<file path="src/rtl/rram_drive_monitor.sv">
// rram_drive_monitor
//
// Passive receive-side protocol checker for the RRAM unit drive interface.
// It watches the wordline/sourceline/bitline buses and the set/back/label
// strobes, follows the programming phase sequence
//   IDLE -> WL on -> init -> feed-forward -> error calc -> update -> post
// and flags illegal transitions, short dwell and wordline drop-outs. It also
// counts weight-update bitline pulses and captures the feed-forward row
// select. Nothing is driven back onto the array.
//
// All drive inputs go through one register stage before classification, so
// the phase output follows a pin change two rising edges later.
//
// Optional build macro: RRAM_MON_CELLCNT_EN adds the upd_cells output, a
// saturating sum of popcount(bl) over every counted update pulse.
//
// Ports:
//   clk        clock
//   rst        synchronous active-high reset
//   wl/sl/bl   wordline / sourceline / bitline drive, N bits each
//   set        set/initialise strobe
//   back       backprop / weight-update strobe
//   label      label / error-calc strobe
//   clear      synchronous clear of errors, counters, captures; FSM to IDLE
//   phase      current FSM state (debug view of the state register)
//   err        sticky protocol error
//   err_code   first error cause (1 illegal, 2 dwell, 3 wordline drop)
//   ff_rows    sl captured on entry to feed-forward
//   upd_cnt    update pulses in the current sequence (saturating)
//   seq_done   one-cycle pulse on update -> post
//   upd_cells  (RRAM_MON_CELLCNT_EN only) summed popcount of counted pulses
module rram_drive_monitor #(
    parameter int N         = 12,
    parameter int MIN_DWELL = 1,
    parameter int CNT_W     = 8
) (
    input  logic             clk,
    input  logic             rst,
    input  logic [N-1:0]     wl,
    input  logic [N-1:0]     sl,
    input  logic [N-1:0]     bl,
    input  logic             set,
    input  logic             back,
    input  logic             label,
    input  logic             clear,
    output logic [2:0]       phase,
    output logic             err,
    output logic [1:0]       err_code,
    output logic [N-1:0]     ff_rows,
    output logic [CNT_W-1:0] upd_cnt,
    output logic             seq_done
`ifdef RRAM_MON_CELLCNT_EN
    ,
    output logic [15:0]      upd_cells
`endif
);

    localparam int DWELL_SAT = (MIN_DWELL < 1) ? 1 : MIN_DWELL;
    localparam int DW_W      = $clog2(DWELL_SAT + 1);

    typedef enum logic [2:0] {
        S_IDLE  = 3'd0,
        S_WLON  = 3'd1,
        S_INIT  = 3'd2,
        S_FEED  = 3'd3,
        S_ERR   = 3'd4,
        S_UPD   = 3'd5,
        S_POST  = 3'd6,
        S_FAULT = 3'd7
    } state_e;

    typedef enum logic [2:0] {
        C_IDLE = 3'd0,
        C_WLON = 3'd1,
        C_INIT = 3'd2,
        C_FEED = 3'd3,
        C_ERR  = 3'd4,
        C_UPD  = 3'd5,
        C_BAD  = 3'd6
    } class_e;

    // Registered copy of the drive pins
    logic [N-1:0] wl_q, sl_q, bl_q;
    logic         set_q, back_q, label_q;

    state_e          state_q, state_d, tgt;
    logic [DW_W-1:0] dwell_q, dwell_d;
    class_e          cls;
    logic            legal, changing, dwell_short, wl_fault;
    logic [1:0]      cause;

    logic             err_q, err_d;
    logic [1:0]       err_code_q, err_code_d;
    logic [N-1:0]     ff_rows_q, ff_rows_d;
    logic [CNT_W-1:0] upd_cnt_q, upd_cnt_d;
    logic [N-1:0]     prev_bl_q, prev_bl_d;
    logic             seq_done_q, seq_done_d;
    logic             count_pulse, cnt_restart;

    always_ff @(posedge clk) begin
        if (rst) begin
            wl_q    <= '0;
            sl_q    <= '0;
            bl_q    <= '0;
            set_q   <= 1'b0;
            back_q  <= 1'b0;
            label_q <= 1'b0;
        end else begin
            wl_q    <= wl;
            sl_q    <= sl;
            bl_q    <= bl;
            set_q   <= set;
            back_q  <= back;
            label_q <= label;
        end
    end

    // Input classification. The post pattern is the error-calc pattern seen
    // after an update, so it shares C_ERR and the FSM tells them apart.
    always_comb begin
        cls = C_BAD;
        if (wl_q == '0 && sl_q == '0 && bl_q == '0 && !set_q && !back_q && !label_q) begin
            cls = C_IDLE;
        end else if (&wl_q) begin
            if (!set_q && !back_q && !label_q && sl_q == '0 && bl_q == '0)
                cls = C_WLON;
            else if (set_q && &bl_q && !back_q && !label_q && sl_q == '0)
                cls = C_INIT;
            else if (!set_q && !back_q && !label_q && sl_q != '0 && bl_q == '0)
                cls = C_FEED;
            else if (!set_q && !back_q && label_q && sl_q != '0 && bl_q == '0)
                cls = C_ERR;
            else if (label_q && back_q && !set_q)
                cls = C_UPD;
        end
    end

    // State register
    always_ff @(posedge clk) begin
        if (rst) begin
            state_q <= S_IDLE;
            dwell_q <= '0;
        end else begin
            state_q <= state_d;
            dwell_q <= dwell_d;
        end
    end

    // Next-state logic
    always_comb begin
        tgt   = state_q;
        legal = 1'b0;
        case (state_q)
            S_IDLE: begin
                if (cls == C_IDLE) legal = 1'b1;
                else if (cls == C_WLON) begin legal = 1'b1; tgt = S_WLON; end
            end
            S_WLON: begin
                if (cls == C_WLON) legal = 1'b1;
                else if (cls == C_INIT) begin legal = 1'b1; tgt = S_INIT; end
                else if (cls == C_IDLE) begin legal = 1'b1; tgt = S_IDLE; end
            end
            S_INIT: begin
                if (cls == C_INIT) legal = 1'b1;
                else if (cls == C_FEED) begin legal = 1'b1; tgt = S_FEED; end
            end
            S_FEED: begin
                if (cls == C_FEED) legal = 1'b1;
                else if (cls == C_ERR) begin legal = 1'b1; tgt = S_ERR; end
            end
            S_ERR: begin
                if (cls == C_ERR) legal = 1'b1;
                else if (cls == C_UPD) begin legal = 1'b1; tgt = S_UPD; end
            end
            S_UPD: begin
                if (cls == C_UPD) legal = 1'b1;
                else if (cls == C_ERR) begin legal = 1'b1; tgt = S_POST; end
            end
            S_POST: begin
                if (cls == C_ERR) legal = 1'b1;
                else if (cls == C_IDLE) begin legal = 1'b1; tgt = S_IDLE; end
            end
            S_FAULT: legal = 1'b1;
            default: legal = 1'b0;
        endcase

        changing    = legal && (tgt != state_q);
        // dwell_q counts cycles already spent, so the current cycle is +1
        dwell_short = changing && (state_q != S_IDLE) && ((int'(dwell_q) + 1) < MIN_DWELL);
        // POST -> IDLE legitimately drops the wordlines, so only an illegal
        // move counts as a wordline drop-out
        wl_fault    = (state_q >= S_INIT) && (state_q <= S_POST) && !(&wl_q) && !legal;

        if (wl_fault)         cause = 2'd3;
        else if (!legal)      cause = 2'd1;
        else if (dwell_short) cause = 2'd2;
        else                  cause = 2'd0;

        state_d = (cause != 2'd0) ? S_FAULT : tgt;
        if (clear) state_d = S_IDLE;

        if (clear || state_d != state_q)
            dwell_d = '0;
        else if (dwell_q != DW_W'(DWELL_SAT))
            dwell_d = dwell_q + DW_W'(1);
        else
            dwell_d = dwell_q;
    end

    // Output / datapath next values
    always_comb begin
        seq_done_d  = (state_q == S_UPD) && (state_d == S_POST);
        count_pulse = (state_d == S_UPD) && (bl_q != '0) && (bl_q != prev_bl_q);
        cnt_restart = (state_q == S_WLON) && (state_d == S_INIT);

        err_d      = err_q;
        err_code_d = err_code_q;
        ff_rows_d  = ff_rows_q;
        upd_cnt_d  = upd_cnt_q;
        prev_bl_d  = bl_q;

        if (clear) begin
            err_d      = 1'b0;
            err_code_d = 2'd0;
            ff_rows_d  = '0;
            upd_cnt_d  = '0;
            prev_bl_d  = '0;
        end else begin
            if (!err_q && cause != 2'd0) begin
                err_d      = 1'b1;
                err_code_d = cause;
            end
            if (state_q == S_INIT && state_d == S_FEED)
                ff_rows_d = sl_q;
            if (cnt_restart)
                upd_cnt_d = '0;
            else if (count_pulse && !(&upd_cnt_q))
                upd_cnt_d = upd_cnt_q + CNT_W'(1);
        end
    end

    always_ff @(posedge clk) begin
        if (rst) begin
            err_q      <= 1'b0;
            err_code_q <= 2'd0;
            ff_rows_q  <= '0;
            upd_cnt_q  <= '0;
            prev_bl_q  <= '0;
            seq_done_q <= 1'b0;
        end else begin
            err_q      <= err_d;
            err_code_q <= err_code_d;
            ff_rows_q  <= ff_rows_d;
            upd_cnt_q  <= upd_cnt_d;
            prev_bl_q  <= prev_bl_d;
            seq_done_q <= seq_done_d;
        end
    end

    assign phase    = state_q;
    assign err      = err_q;
    assign err_code = err_code_q;
    assign ff_rows  = ff_rows_q;
    assign upd_cnt  = upd_cnt_q;
    assign seq_done = seq_done_q;

`ifdef RRAM_MON_CELLCNT_EN
    logic [15:0] cells_q, cells_d;
    logic [15:0] bl_pop;
    logic [16:0] cells_sum;

    always_comb begin
        bl_pop = '0;
        for (int i = 0; i < N; i++)
            bl_pop = bl_pop + 16'(bl_q[i]);
        cells_sum = {1'b0, cells_q} + {1'b0, bl_pop};
        cells_d   = cells_q;
        if (clear || cnt_restart)
            cells_d = '0;
        else if (count_pulse)
            cells_d = cells_sum[16] ? 16'hFFFF : cells_sum[15:0];
    end

    always_ff @(posedge clk) begin
        if (rst) cells_q <= '0;
        else     cells_q <= cells_d;
    end

    assign upd_cells = cells_q;
`endif

endmodule

</file>
<file path="config.mk">
export PLATFORM = sky130hd
export DESIGN_NAME = rram_drive_monitor
export DESIGN_NICKNAME = d
export VERILOG_FILES = /design/src/rtl/rram_drive_monitor.sv
export SDC_FILE = /design/constraint.sdc
export NUM_CORES = 1
export LEC_CHECK = 0
export BUFFER_PORTS_ARGS = -buffer_cell sky130_fd_sc_hd__buf_4
export CORE_MARGIN = 5
export CORE_UTILIZATION = 49
export DETAILED_ROUTE_END_ITERATION = 16
export PLACE_DENSITY = 0.83
export SLEW_MARGIN = 5
export SYNTH_ARGS = -nofsm -noshare
export SYNTH_HDL_FRONTEND = slang
export SYNTH_SLANG_ARGS = --single-unit
export TNS_END_PERCENT = 1
</file>
<file path="constraint.sdc">
create_clock -name clk -period 2.6 [get_ports clk]
set_clock_uncertainty 0.1 [all_clocks]
set_input_delay 0.52 -clock clk [delete_from_list [all_inputs] [get_ports clk]]
set_output_delay 0.52 -clock clk [all_outputs]
set_load 0.1 [all_outputs]
</file>
==> results.ini <==
[synth]
ys_ff_latch = 78
synth_top_area_share = 0.464
synth_mux_area_frac = 0.0453
synth_edf_count = 0
ys_warn_count = 0
synth_xor_area_frac = 0.0338
ys_async_sr_fraction = 0
synth_cell_type_count = 61
synthAdderAreaFrac = 0.00372
synth_top_area_cell = dfxtp_1
dominantRegCellSynth = dfxtp_1
yosysMostFrequentCell = dfxtp_1
synthSimpleGateAreaFrac = 0.276
synth_area_um2 = 3370
synthCells = 353
synth_area_leaders = dfxtp_1 46%, nor2b_1 7.4%, mux2i_1 3.9%
syn_avg_cell_area_um2 = 9.54
synthesis.nets = 396
seq_area_frac_synth = 0.464
synth_top_family_by_area = simple AND/OR/NAND/NOR gates
synth_compound_area_frac = 0.140
synth_commonest_cells = 78 x dfxtp_1, 40 x nor2b_1, 27 x nor2_1, 17 x and2_1

[clock_network]
clk-insertion-delay-late_ps = 350
postCtsHoldBufs = 0
cts_buffers = 9
h-tree-depth = 3
clock-root-buffer = clkbuf_8
clkSlewWorstSetupHoldPaths_ps = 80
tritoncts = built
cts.sinks = 78
clock_path_buffers = 2

[pwr]
p_switching_uw = 690
p_leak_uw = 0.00198
swShare = 0.273
power_frac_clock = 0.332
p_int_uw = 1840
powerDensity_nw_per_um2 = 533
vdd_ir_drop_max_mv = 0.362
finalPower_uw = 2530
comb_power_share = 0.157
p_seq_frac = 0.511

[finish]
fill_cells = 503
register_area_um2 = 1610
final_core_util = 0.702
n_antenna_cell = 0
nets = 519
layout-drive-gt1-share = 0.420
multi_input_area_um2 = 1830
area_growth_pct = 40.9

[run_status]
violations = setup timing
outcome = finished with violations

[route]
wire_per_inst_um = 15.0
route.detailed.drc = 0
antenna_left = 0
via_count = 3091
vias_per_cell = 5.51
drt_iter0_drc = 239
wl_um = 8430
drt_pre_antenna_iters = 4

[floorplanning]
die_h_um = 92.9
start_util = 0.498
rows = 30
die_w_um = 92.9
die-area_um2 = 8630
coreArea_um2 = 6760
io_pins = 69

[global_routing]
grt_max_degree = 42
grt_usage = 0.208
grt_pass1_vias = 3114
antenna_found_initial = 0
grt-ovfl-total = 0
grt_pass1_wl_um = 14400

[timing]
rsz0062_at_grt = true
slew_headroom = 0.674
worst_slack_ps = -198
max_freq_mhz = 357
drv_slew = 0
setup_tns_ps = -1460
tightest_slew_ps = 477
fin_crit_sh = 1.08
hold_ws_ps = 277
min_period_ps = 2800
setup_violations = 24
hold_viol_final = 0

[worst_setup_path]
end_kind = flop
arrival_ps = 2920
crit_family = compound AO/OA/AOI/OAI gates
crit_fanout = 5
worstPathRequired_ps = 2720
slowest_stage = a2111o_1
r2r_cells = 9
crit_type = reg2reg
startpoint_type = flop
worst-path-stages = 9
crit_path_cell_trace = nor4_4 -> and3_4 -> a31oi_4 -> a2111o_1 -> a311oi_2 -> o211ai_1 -> buf_4 -> o41ai_1 -> a21oi_1
critPathBufInv = 1
slowest_delay_ps = 390

[flow_run]
cap_viol_max_count = 0

[hold_path]
hp-class = in2reg
hold_depth = 2

[placed_design]
dp_hpwl_um = 6320
dpl_worst_slack_ps = -312
place.gp.congestion = 0.994
numPortBuffers = 68

==> cell type report <==
class                   count  area share
clock buffers              12      0.0327
well taps                  80      0.0211
clock inverters             4     0.00633
multi-input cells         250       0.385
repair buffers            131       0.210
inverters                   6     0.00475
flip-flops and latches     78       0.340
==> repair_timing <==
action,4_1_cts,5_1_grt
setup buffers,1,1
endpoints found under the setup margin,25,27
gates resized for setup,19,10
cloned,1,0
pin swaps,12,9
==> kinds of logic (layout without fill, tap and decap cells) <==
group / Yosys count / in the layout
AO/OA/AOI/OAI: 61 / 61
XOR/XNOR: 13 / 13
multiplexers: 15 / 15
adder cells (fa/ha/maj): 1 / 1
buffers and inverters: 25 / 153
AND/OR/NAND/NOR: 160 / 160
flip-flops: 78 / 78
==> stage by stage <==
step / area [µm²] / std cells
after floorplan: 3470 / 353
after global placement: 4430 / 542
after detailed placement: 4430 / 542
after CTS: 4700 / 560
after global routing: 4740 / 561
final: 4740 / 561
==> cell usage in the layout, fill, tap and decap left out, types with 2 or more instances in the layout <==
cell type / n
buf_4: 128
dfxtp_1: 50
nor2b_1: 40
nor2_1: 27
dfxtp_2: 21
and2_1: 16
nand2_1: 13
xor2_1: 13
mux2i_1: 13
a21oi_1: 12
clkbuf_8: 11
nor4_1: 10
nand3_1: 10
nand4_1: 9
dfxtp_4: 7
o211ai_1: 6
inv_1: 6
nor4_4: 5
o21ai_1: 4
and3_1: 4
nor3_1: 3
o211a_1: 3
o21a_1: 3
or2_2: 2
nor3_2: 2
and3_4: 2
or4_1: 2
a31oi_4: 2
nand2b_1: 2
a211o_1: 2
or3_1: 2
o31a_1: 2
a2111o_1: 2
o31ai_1: 2
o31ai_2: 2
o21ai_0: 2
==> metal layers <==
metal  vias up  share of wire  global-route usage
li1       1514              -                   -
met1      1497           0.43               0.245
met2        68           0.52               0.369
met3        12          0.040              0.0455
met4         0          0.016              0.0708
met5         -              0                   0
==> worst paths after layout <==
path	to	slack [ps]	from
worst min-delay path	wl_q[6]	280	wl[6]
worst max register to register	upd_cnt[5]	-200	sl_q[11]
worst min register to register	err_code[1]	360	err_code[1]
worst max-delay path	upd_cnt[5]	-200	sl_q[11]
==> registers in the layout, summed over array words and instances (netlist names) <==
| register | count |
|---|---|
| err | 1 |
| sl_q | 12 |
| err_code | 2 |
| bl_q | 12 |
| prev_bl_q | 12 |
| label_q | 1 |
| seq_done | 1 |
| phase | 3 |
| set_q | 1 |
| ff_rows | 12 |
| back_q | 1 |
| upd_cnt | 8 |
| wl_q | 12 |
==> power groups by stage <==
| stage | Sequential [µW] | Clock (µW) | Combinational (µW) |
|---|---|---|---|
| after global routing | 1300 | 910 | 431 |
| after CTS | 1290 | 863 | 390 |
| after floorplan | 1360 | 0 | 167 |
| after global placement | 1320 | 0 | 376 |
| after detailed placement | 1320 | 0 | 381 |
| final | 1290 | 839 | 398 |
==> worst register-to-register path, stage by stage (launching register included) <==
cell	delay, ps
dfxtp_2	340
nor4_4	330
and3_4	260
a31oi_4	90
a2111o_1	390
a311oi_2	300
o211ai_1	170
buf_4	190
o41ai_1	400
a21oi_1	110
No activity file was read; power rests on OpenSTA's default activity.
